## config.mk

```make
export PLATFORM = sky130hd
export DESIGN_NAME = decode_stage
export DESIGN_NICKNAME = d
export VERILOG_FILES = /design/src/rtl/decode_stage.sv
export SDC_FILE = /design/constraint.sdc
export NUM_CORES = 1
export LEC_CHECK = 0
export BUFFER_PORTS_ARGS = -buffer_cell sky130_fd_sc_hd__buf_4
export CAP_MARGIN = 10
export CELL_PAD_IN_SITES_DETAIL_PLACEMENT = 1
export CELL_PAD_IN_SITES_GLOBAL_PLACEMENT = 1
export CORE_MARGIN = 2
export CORE_UTILIZATION = 44
export DETAILED_ROUTE_END_ITERATION = 8
export PLACE_DENSITY_LB_ADDON = 0.1
export SETUP_SLACK_MARGIN = 0.2
export SYNTH_ARGS = -nofsm -noshare
export SYNTH_HDL_FRONTEND = slang
export SYNTH_SLANG_ARGS = --single-unit
```

## constraint.sdc

```tcl
create_clock -name clk -period 2.8 [get_ports clk]
set_clock_uncertainty 0.2 [all_clocks]
set_input_delay 0.42 -clock clk [delete_from_list [all_inputs] [get_ports clk]]
set_output_delay 0.42 -clock clk [all_outputs]
set_load 0.1 [all_outputs]
```

## src/rtl/decode_stage.sv

```systemverilog
// RV32I decode stage: DEPTH-entry fetch queue feeding a registered decoder with valid/ready output.
// Optional macro RV32M_EN adds the muldiv output and legalises OP encodings with funct7=0000001.
module decode_stage #(
    parameter int XLEN  = 32,
    parameter int DEPTH = 4
) (
    input  logic            clk,
    input  logic            reset_n,
    input  logic            flush,
    input  logic            in_valid,
    output logic            in_ready,
    input  logic [XLEN-1:0] in_pc,
    input  logic [31:0]     in_instruction,
    output logic            out_valid,
    input  logic            out_ready,
    output logic [XLEN-1:0] pc,
    output logic [4:0]      rs1,
    output logic [4:0]      rs2,
    output logic [4:0]      rd,
    output logic [XLEN-1:0] immediate,
    output logic [1:0]      op1_src,
    output logic            op2_src,
    output logic [2:0]      alu_op,
    output logic            sign,
    output logic            branch,
    output logic            branch_if_zero,
    output logic            jump,
    output logic            rf_write_en,
    output logic            mem_read_en,
    output logic            mem_write_en,
`ifdef RV32M_EN
    output logic            muldiv,
`endif
    output logic            illegal
);

    localparam int AW = $clog2(DEPTH);
    localparam int CW = AW + 1;

    localparam logic [6:0] OPC_OP     = 7'b0110011;
    localparam logic [6:0] OPC_OP_IMM = 7'b0010011;
    localparam logic [6:0] OPC_LUI    = 7'b0110111;
    localparam logic [6:0] OPC_AUIPC  = 7'b0010111;
    localparam logic [6:0] OPC_JAL    = 7'b1101111;
    localparam logic [6:0] OPC_JALR   = 7'b1100111;
    localparam logic [6:0] OPC_BRANCH = 7'b1100011;
    localparam logic [6:0] OPC_LOAD   = 7'b0000011;
    localparam logic [6:0] OPC_STORE  = 7'b0100011;
    localparam logic [6:0] OPC_FENCE  = 7'b0001111;
    localparam logic [6:0] OPC_SYSTEM = 7'b1110011;

    typedef struct packed {
        logic [4:0]      rs1;
        logic [4:0]      rs2;
        logic [4:0]      rd;
        logic [XLEN-1:0] imm;
        logic [1:0]      op1;
        logic            op2;
        logic [2:0]      alu;
        logic            sign;
        logic            branch;
        logic            bz;
        logic            jump;
        logic            rf_we;
        logic            mem_re;
        logic            mem_we;
        logic            illegal;
`ifdef RV32M_EN
        logic            muldiv;
`endif
    } dec_t;

    logic [XLEN-1:0] r_q_pc  [DEPTH];
    logic [31:0]     r_q_ins [DEPTH];
    logic [AW-1:0]   r_wr_ptr;
    logic [AW-1:0]   r_rd_ptr;
    logic [CW-1:0]   r_count;

    logic            r_out_valid;
    logic [XLEN-1:0] r_pc;
    dec_t            r_dec;

    logic            w_push;
    logic            w_pop;
    logic [31:0]     w_ins;
    logic [6:0]      w_opc;
    logic [2:0]      w_f3;
    logic [6:0]      w_f7;
    logic [31:0]     w_imm_i;
    logic [31:0]     w_imm_s;
    logic [31:0]     w_imm_b;
    logic [31:0]     w_imm_u;
    logic [31:0]     w_imm_j;
    logic            w_legal;
    dec_t            w_dec;

    function automatic logic [XLEN-1:0] sext(input logic [31:0] v);
        return XLEN'($signed(v));
    endfunction

    assign in_ready = (r_count != CW'(DEPTH));
    assign w_push   = in_valid && in_ready;
    // Head moves to the output register whenever that register is free or being drained.
    assign w_pop    = (r_count != '0) && (!r_out_valid || out_ready);

    always_ff @(posedge clk) begin
        if (w_push && !flush) begin
            r_q_pc[r_wr_ptr]  <= in_pc;
            r_q_ins[r_wr_ptr] <= in_instruction;
        end
    end

    always_ff @(posedge clk or negedge reset_n) begin
        if (!reset_n) begin
            r_wr_ptr <= '0;
            r_rd_ptr <= '0;
            r_count  <= '0;
        end else if (flush) begin
            r_wr_ptr <= '0;
            r_rd_ptr <= '0;
            r_count  <= '0;
        end else begin
            if (w_push) r_wr_ptr <= r_wr_ptr + AW'(1);
            if (w_pop)  r_rd_ptr <= r_rd_ptr + AW'(1);
            case ({w_push, w_pop})
                2'b10:   r_count <= r_count + CW'(1);
                2'b01:   r_count <= r_count - CW'(1);
                default: r_count <= r_count;
            endcase
        end
    end

    assign w_ins   = r_q_ins[r_rd_ptr];
    assign w_opc   = w_ins[6:0];
    assign w_f3    = w_ins[14:12];
    assign w_f7    = w_ins[31:25];
    assign w_imm_i = {{20{w_ins[31]}}, w_ins[31:20]};
    assign w_imm_s = {{20{w_ins[31]}}, w_ins[31:25], w_ins[11:7]};
    assign w_imm_b = {{20{w_ins[31]}}, w_ins[7], w_ins[30:25], w_ins[11:8], 1'b0};
    assign w_imm_u = {w_ins[31:12], 12'b0};
    assign w_imm_j = {{12{w_ins[31]}}, w_ins[19:12], w_ins[20], w_ins[30:21], 1'b0};

    always_comb begin
        w_dec   = '0;
        w_legal = 1'b1;
        case (w_opc)
            OPC_OP: begin
                w_dec.rs1   = w_ins[19:15];
                w_dec.rs2   = w_ins[24:20];
                w_dec.rd    = w_ins[11:7];
                w_dec.alu   = w_f3;
                w_dec.rf_we = 1'b1;
                if (w_f7 == 7'b0000000) begin
                    w_dec.sign = 1'b0;
                end else if (w_f7 == 7'b0100000 && (w_f3 == 3'b000 || w_f3 == 3'b101)) begin
                    w_dec.sign = 1'b1;
`ifdef RV32M_EN
                end else if (w_f7 == 7'b0000001) begin
                    w_dec.muldiv = 1'b1;
`endif
                end else begin
                    w_legal = 1'b0;
                end
            end
            OPC_OP_IMM: begin
                w_dec.rs1   = w_ins[19:15];
                w_dec.rd    = w_ins[11:7];
                w_dec.imm   = sext(w_imm_i);
                w_dec.op2   = 1'b1;
                w_dec.alu   = w_f3;
                w_dec.rf_we = 1'b1;
                // Only the shift forms constrain funct7; SRAI is the sole user of sign.
                if (w_f3 == 3'b001) begin
                    w_legal = (w_f7 == 7'b0000000);
                end else if (w_f3 == 3'b101) begin
                    w_legal    = (w_f7 == 7'b0000000) || (w_f7 == 7'b0100000);
                    w_dec.sign = w_f7[5];
                end
            end
            OPC_LUI: begin
                w_dec.rd    = w_ins[11:7];
                w_dec.imm   = sext(w_imm_u);
                w_dec.op1   = 2'b10;
                w_dec.op2   = 1'b1;
                w_dec.rf_we = 1'b1;
            end
            OPC_AUIPC: begin
                w_dec.rd    = w_ins[11:7];
                w_dec.imm   = sext(w_imm_u);
                w_dec.op1   = 2'b01;
                w_dec.op2   = 1'b1;
                w_dec.rf_we = 1'b1;
            end
            OPC_JAL: begin
                w_dec.rd    = w_ins[11:7];
                w_dec.imm   = sext(w_imm_j);
                w_dec.op1   = 2'b01;
                w_dec.op2   = 1'b1;
                w_dec.jump  = 1'b1;
                w_dec.rf_we = 1'b1;
            end
            OPC_JALR: begin
                w_dec.rs1   = w_ins[19:15];
                w_dec.rd    = w_ins[11:7];
                w_dec.imm   = sext(w_imm_i);
                w_dec.op2   = 1'b1;
                w_dec.jump  = 1'b1;
                w_dec.rf_we = 1'b1;
                w_legal     = (w_f3 == 3'b000);
            end
            OPC_BRANCH: begin
                w_dec.rs1    = w_ins[19:15];
                w_dec.rs2    = w_ins[24:20];
                w_dec.imm    = sext(w_imm_b);
                w_dec.branch = 1'b1;
                case (w_f3)
                    3'b000: begin w_dec.alu = 3'b000; w_dec.sign = 1'b1; w_dec.bz = 1'b1; end
                    3'b001: begin w_dec.alu = 3'b000; w_dec.sign = 1'b1; end
                    3'b100: w_dec.alu = 3'b010;
                    3'b101: begin w_dec.alu = 3'b010; w_dec.bz = 1'b1; end
                    3'b110: w_dec.alu = 3'b011;
                    3'b111: begin w_dec.alu = 3'b011; w_dec.bz = 1'b1; end
                    default: w_legal = 1'b0;
                endcase
            end
            OPC_LOAD: begin
                w_dec.rs1    = w_ins[19:15];
                w_dec.rd     = w_ins[11:7];
                w_dec.imm    = sext(w_imm_i);
                w_dec.op2    = 1'b1;
                w_dec.mem_re = 1'b1;
                w_dec.rf_we  = 1'b1;
                w_legal      = (w_f3 != 3'b011) && (w_f3 != 3'b110) && (w_f3 != 3'b111);
            end
            OPC_STORE: begin
                w_dec.rs1    = w_ins[19:15];
                w_dec.rs2    = w_ins[24:20];
                w_dec.imm    = sext(w_imm_s);
                w_dec.op2    = 1'b1;
                w_dec.mem_we = 1'b1;
                w_legal      = (w_f3[2] == 1'b0) && (w_f3 != 3'b011);
            end
            OPC_FENCE: begin
                w_legal = 1'b1;
            end
            OPC_SYSTEM: begin
                // ECALL and EBREAK only; CSR accesses are not part of this core.
                w_legal = (w_ins[31:7] == 25'h0) || (w_ins[31:7] == 25'h2000);
            end
            default: w_legal = 1'b0;
        endcase

        if (!w_legal) begin
            w_dec         = '0;
            w_dec.illegal = 1'b1;
        end
        if (w_dec.rd == 5'd0) w_dec.rf_we = 1'b0;
    end

    always_ff @(posedge clk or negedge reset_n) begin
        if (!reset_n) begin
            r_out_valid <= 1'b0;
            r_pc        <= '0;
            r_dec       <= '0;
        end else if (flush) begin
            r_out_valid <= 1'b0;
        end else if (w_pop) begin
            r_out_valid <= 1'b1;
            r_pc        <= r_q_pc[r_rd_ptr];
            r_dec       <= w_dec;
        end else if (out_ready) begin
            r_out_valid <= 1'b0;
        end
    end

    assign out_valid      = r_out_valid;
    assign pc             = r_pc;
    assign rs1            = r_dec.rs1;
    assign rs2            = r_dec.rs2;
    assign rd             = r_dec.rd;
    assign immediate      = r_dec.imm;
    assign op1_src        = r_dec.op1;
    assign op2_src        = r_dec.op2;
    assign alu_op         = r_dec.alu;
    assign sign           = r_dec.sign;
    assign branch         = r_dec.branch;
    assign branch_if_zero = r_dec.bz;
    assign jump           = r_dec.jump;
    assign rf_write_en    = r_dec.rf_we;
    assign mem_read_en    = r_dec.mem_re;
    assign mem_write_en   = r_dec.mem_we;
    assign illegal        = r_dec.illegal;
`ifdef RV32M_EN
    assign muldiv         = r_dec.muldiv;
`endif

endmodule
```

---- Yosys cells after proc, flatten, opt, wreduce, memory -nomap -nowiden ----
Memory sizes are Yosys's and may differ from the RTL's. A register that Yosys moved wholly into a read port is not among the register bits.
Index checks and enable logic that the tools add are counted.
storage, ports and cells
  bits in registers ....................... 69
  RAM bits ................................ 256
  word-level logic and storage cells ...... 126
  memories ................................ 2
cells by class
  $add $sub $neg .......................... 4
  eq/ne operators ......................... 24
  muxes and demuxes ....................... 37
  bitwise gates (word level) .............. 2
  reductions and logical operators ........ 38
memory list
  memory   depth  bits a word  rd ports  clocked after Yosys merged registers in  wr ports  RTL line  source
  r_q_ins  4      32           1         0                                        1         74        logic [31:0] r_q_ins [DEPTH];
  r_q_pc   4      32           1         1                                        1         73        logic [XLEN-1:0] r_q_pc [DEPTH];
operators by type and width
  kind                                              count
  case mux 32 bit (5 select lines)                  1
  2-to-1 mux 61 bit                                 1
  == test 7 x 6 -> 1 bit (second input constant)    4
  == test 7 bit (second input constant)             4
  == test 25 x 14 -> 1 bit (second input constant)  1
  logical NOT 25 bit                                1
  2-to-1 mux 1 bit                                  21
  2-to-1 mux 5 bit                                  3
  == test 7 x 5 -> 1 bit (second input constant)    2
  OR reduction 7 bit                                2
  == test 3 bit (second input constant)             4
  case mux 4 bit (3 select lines)                   1
  OR reduction 2 bit                                6
  OR reduction 6 bit                                2
  2-to-1 mux 2 bit                                  5
  != test 3 bit (second input constant)             3
  nonzero test 3 bit                                3
  OR reduction 3 bit                                3
  case mux 1 bit (8 select lines)                   1
  case mux 2 bit (2 select lines)                   2
  == test 7 x 2 -> 1 bit (second input constant)    1
  == test 7 x 4 -> 1 bit (second input constant)    1
  logical AND 1 bit                                 7
  logical NOT 7 bit                                 1
  other kinds (17)                                  25

---- Depth between registers and ports, before layout ----
An unclocked memory read counts as a cell.
  depth after elaboration ................. 10
  gate-level depth with buffers ........... 12
  depth with buffers taken out ............ 8

---- Least setup slack after synthesis ----
No wires, ideal clock.
  path kind ............................... flip-flop to flip-flop
  from .................................... register r_count[0]
  to ...................................... memory r_q_ins[0][0] (enable)
  data arrival time ....................... 3136 ps
  data required time ...................... 2171 ps
  setup slack ............................. -965 ps
  cell stages (with the launch flop) ...... 6
  path buffers ............................ 0
  cell sequence ........................... dfrtp_1 nor2_1 nand2_1 nand2_1 nor2_1 and2_1
on the way
  word-level cells in the longest chain between the ends .. 5
ends and longest elaborated chain
  what                                    RTL line  source
  from (decl)                             77        logic [CW-1:0] r_count;
  from (signal assigned)                  126       2'b10: r_count <= r_count + CW'(1);
  from (signal assigned)                  127       2'b01: r_count <= r_count - CW'(1);
  from (signal assigned)                  128       default: r_count <= r_count;
  != test 3 bit                           101       assign in_ready = (r_count != CW'(DEPTH));
  net in_ready                            11        output logic in_ready,
  logical AND 1 bit                       102       assign w_push = in_valid && in_ready;
  logical AND 1 bit                       107       if (w_push && !flush) begin
  2-to-1 mux 1 bit                        107
  2-to-1 mux 1 bit (implied by the code)  109       r_q_ins[r_wr_ptr] <= in_instruction;
  to (decl)                               74
The timed path passes the listed nets, and every way through them passes these cells.

---- Worst setup path in the final report ----
  from .................................... register r_rd_ptr[0]
  to ...................................... register r_dec, in the netlist illegal
on the way
  word-level cells in the longest chain between the ends .. 8
  elaborated cells between the ends (all ways) .. 42
  classes of those cells .................. eq/ne: 21; mux: 7; bitwise: 1; reduce/logical: 12; memory: 1
ends and longest elaborated chain
  what                                                RTL line  source
  from (decl)                                         76        logic [AW-1:0] r_rd_ptr;
  from (signal assigned)                              124       if (w_pop) r_rd_ptr <= r_rd_ptr + AW'(1);
  memory read (4 x 32 bit) (*)                        n/a
  == test 3 bit or logical NOT 3 bit (tied branches)  n/a
  logical OR 1 bit                                    155       end else if (w_f7 == 7'b0100000 && (w_f3 == 3'b000 || w_f3 == 3'b101)) begin
  logical AND 1 bit                                   155
  2-to-1 mux 1 bit                                    155
  2-to-1 mux 1 bit                                    153       if (w_f7 == 7'b0000000) begin
  case mux 1 bit (8 select lines) (*)                 146       case (w_opc)
  2-to-1 mux 61 bit (*)                               253       if (!w_legal) begin
  to (signal assigned)                                270       r_dec <= w_dec;
  to (decl)                                           81        dec_t r_dec;
Every way passes the cells marked *; elsewhere a longest branch is shown, timed or not.
A chain may end at the register's enable or synchronous reset.

==> results.md <==
Finish:
- The fraction of layout cells with a size suffix above 1 is 0.3752.
- Fill cells in the final layout number 2925.
- The net count of the finished layout is 1294.
- The filler-free cell count of the finished design is 1653.
- The cell area after layout is 18790 um2.
- The post-route core utilization is 0.6000.
- The layout-stage area growth over the synthesis result is 35.02%.

Drt:
- The detailed-router iteration count before antenna repair is 5.
- The count of nets left with antenna violations once routing finished came out at 0.
- In the routed design, unresolved DRC markers number 0.
- After the first detailed-routing iteration, the DRC count stood at 465.
- The total via count in the routed design is 8855.
- The wire length per cell is 21.84 um.
- After detailed routing, the total wire length is 36100 um.
- The via density per instance is 5.357.

Critical path:
- The largest individual stage delay along the critical path comes from the cell or4_4.
- The largest fanout on the critical path is 14.
- STA puts the critical path data arrival time at 3470 ps.
- The sort of element at the end of the critical path is a register.
- The critical path starts at r_rd_ptr[0]$_DFFE_PN0P_.
- The data required time at the worst endpoint is 3010 ps.
- The startpoint identified for the worst register-to-register timing path is r_rd_ptr[0]$_DFFE_PN0P_.
- In this design, the stage delay of the slowest critical-path cell is 540 ps.
- STA classifies the critical path startpoint as a register.
- For flop-to-flop paths, the worst setup slack is -460 ps.
- Walking the worst path, the cells encountered are buf_12 -> buf_4 -> mux4_2 -> nor4_4 -> nand2_1 -> or4_4 -> o32ai_4 -> nor4_4 -> buf_12 -> mux2_2.
- The type of the worst setup path is reg -> reg.

Die:
- The placeable core region is 31310 um2.
- The die is 181.8 um wide.
- The total number of placement rows is 65.
- The initial utilization of the core area, before any placement, comes to 0.4444.
- The number of top-level pins is 164.
- The die area is 33060 um2.
- The y dimension of the die is 181.8 um.

Pwr:
- The internal cell power is 11.21 mW.
- The portion of total power attributed to sequential cells is 0.363.
- The relative contribution of the clock network to total power is 0.270.
- The worst-case IR drop observed on VDD is 832.2 uV.
- The static leakage is 7.230 nW.
- Of the total power, the share spent switching nets is 0.3706.
- Power spread over the standard cell area amounts to 948.1 nW/um2.
- The part of the total power dissipated in combinational logic is 0.367.
- The net switching component of the power is 6.601 mW.

Synth:
- The flip-flop cell with the highest count after synthesis is edfxtp_1.
- In the post-synthesis netlist, the biggest area contributors are edfxtp_1 55%, dfrtp_1 18%, mux4_2 10%, nand2_1 5.3%, o31ai_1 2.6%.
- After synthesis, the mean cell area works out to 16.07 um2.
- The number of enable flip-flop cells after synthesis is 256.
- The cell accounting for the most synthesized area is edfxtp_1.
- For this run, asynchronously set or reset flops after synthesis account for 0.2829.
- The register bit total from synthesis is 357.
- The post-synthesis instance area is 13910 um2.
- In the post-synthesis netlist, the cell with the most instances is edfxtp_1.
- The post-synth net total is 940.
- The portion of synthesized cell area occupied by the leading cell type is 0.5525.
- The number of different library cells in the post-synthesis netlist is 49.
- The post-synthesis sequential area ratio is 0.7342.
- The yosys synthesis warning count is 0.
- After synthesis, the most frequently instantiated cells are 256 x edfxtp_1, 196 x nand2_1, 101 x dfrtp_1, 63 x mux4_2, 49 x o31ai_1.
- The gate count of the mapped netlist is 866.

STA:
- Setup repair after global routing could not meet its margin everywhere.
- Setup violations remaining at the end of the flow were counted as 59.
- The final-layout setup total negative slack is -21780 ps.
- The final worst-path setup slack is -460.7 ps.
- For this run, the top clock speed supported by timing is 306.7 MHz.
- Dividing the final minimum period by the clock period gives 1.165.
- At the pin with the least slew margin, the transition time is 717.1 ps.
- Final hold analysis gives a worst-case slack of 279.9 ps.
- After layout, the minimum clock period comes to 3261 ps.
- The final count of pins violating max slew is 0.
- The final hold violation count is 0.
- Headroom to the max-slew limit came out at 0.5219.

GRT:
- The via count of the first global-routing pass is 9784.
- Across every metal layer, demand over resource in global routing totals 0.2213.
- Entering global routing, the biggest net connects 65 pins.
- The initial antenna violation count is 1.
- The sum of overflow across all layers after global routing is 0.
- The global-route wire length before repair is 56050 um.

Run status:
- The checks that failed: setup timing.
- The run finished, with violations left.

Clocking:
- The post-CTS clock slew at the launch and capture registers of the worst setup and hold paths is 60 ps.
- The root buffer cell is clkbuf_16.
- The clock insertion delay at the later pin of the skew report is 530 ps.
- Clock tree synthesis found a total of 357 sinks.
- TritonCTS built the clock tree.
- The maximum root-to-sink buffer count is 3.
- The number of H-tree branching levels is 2.
- Clock tree synthesis inserted a total of 38 buffers.

Place:
- Input and output buffers added on the ports amount to 163.
- The total cell area at the placement stage is 16490 um2.
- Routability-driven placement finished with a final weighted congestion of 0.8456.
- The number of instances in the placed design is 1495.
- The placed wire-length estimate after detailed placement is 22960 um.

Flow run:
- The number of maximum-capacitance violations is 0.

Hold path:
- The tightest min-delay check is of the in -> async type.
==> worst paths after layout <==
kind / endpoint / cells after the start
max in group asynchronous: rd[2]$_DFFE_PN0P_ / 3
worst min-delay path: illegal$_DFFE_PN0P_ / 2
worst max register to register: illegal$_DFFE_PN0P_ / 10
min in group clk: immediate[3]$_DFFE_PN0P_ / 2
worst max-delay path: illegal$_DFFE_PN0P_ / 10
worst min register to register: immediate[3]$_DFFE_PN0P_ / 2
==> cells in the final DEF, fill, tap and decap left out, types with 4 or more instances in the layout <==
master / instances
a21oi_1: 25
a22oi_1: 5
and2_1: 4
and2_4: 4
buf_12: 13
buf_4: 272
buf_6: 5
clkbuf_1: 8
clkbuf_16: 39
clkinv_1: 5
clkinv_2: 9
clkinvlp_4: 4
dfrtp_1: 99
dlygate4sd3_1: 69
edfxtp_1: 256
ha_1: 4
inv_1: 9
mux4_2: 63
nand2_1: 192
nand2_2: 4
nand2b_1: 4
nand3_1: 9
nor2_1: 18
nor3_1: 4
nor4_4: 6
o21ai_0: 6
o21ai_1: 7
o31ai_1: 28
o31ai_2: 17
o31ai_4: 4
o41ai_1: 4
==> sequential cells by signal, indices dropped and copies added, names as in the netlist, 3 cells and up <==
register,count
r_q_ins,128
r_q_pc,128
immediate,32
pc,32
rd,5
rs1,5
rs2,5
alu_op,3
r_count,3
==> final cells by class <==
cell class                      instances  area [um2]  share of cell area
Antenna cell                            1       2.502           0.0001332
Tap cell                              402       503.0             0.02678
Timing Repair Buffer                  361        3058              0.1628
Inverter                                9       33.78            0.001798
Sequential cell                       357       10220              0.5440
Multi-Input combinational cell        453        3775              0.2009
Clock buffer                           47        1006             0.05355
Clock inverter                         23       187.7            0.009991
==> critical path, delay by kind of cell, from the launching register on <==
kind | cells | cell delay (ps)
AOI/OAI and AO/OA | 1 | 180
buffers and inverters | 3 | 480
and+or+nand+nor | 4 | 1060
DFF | 1 | 490
muxes | 2 | 720
==> through the flow <==
| step | power (mW) | setup slack (ps) |
|---|---|---|
| after global placement | 12.62 | -490.6 |
| after global routing | 18.55 | -566.0 |
| final | 17.81 | -460.7 |
| after floorplan | 10.57 | -78.16 |
| after CTS | 17.84 | -411.6 |
| after detailed placement | 12.73 | -536.0 |
==> cell families after synthesis <==
logic type | count (synthesis) | share of synthesized area
flops | 357 | 0.7342
simple gates | 265 | 0.08202
buf+inv | 57 | 0.01808
xor+xnor | 5 | 0.003148
fa+ha+maj | 5 | 0.005036
mux | 66 | 0.1042
compound gates | 111 | 0.05333
==> power by group through the flow <==
stage,sequential (mW),clock [mW],combinational (mW)
detailed placement,6.56,0,6.17
global route,6.51,5.12,6.92
floorplan,8.30,0,2.28
finish,6.46,4.80,6.54
CTS,6.46,4.93,6.44
global placement,6.54,0,6.08
==> metal layers <==
layer  GRT usage  share of wire  vias up  wire length [um]
met5           0              0        -                 0
met4     0.05789          0.022        0               805
met3     0.03269          0.040       65              1459
met2      0.3900           0.52      216             18620
met1      0.2890           0.42     4573             15220
li1            -              -     4001                 -
==> repair_timing <==
item,in CTS,in global routing
gates cloned,3,0
resized for setup,22,32
setup buffers,10,5
hold endpoints to repair,305,0
pin swaps,4,1
setup endpoints to repair,60,60
hold buffers,69,0
Note: power is estimated with default switching activity, not from simulation.
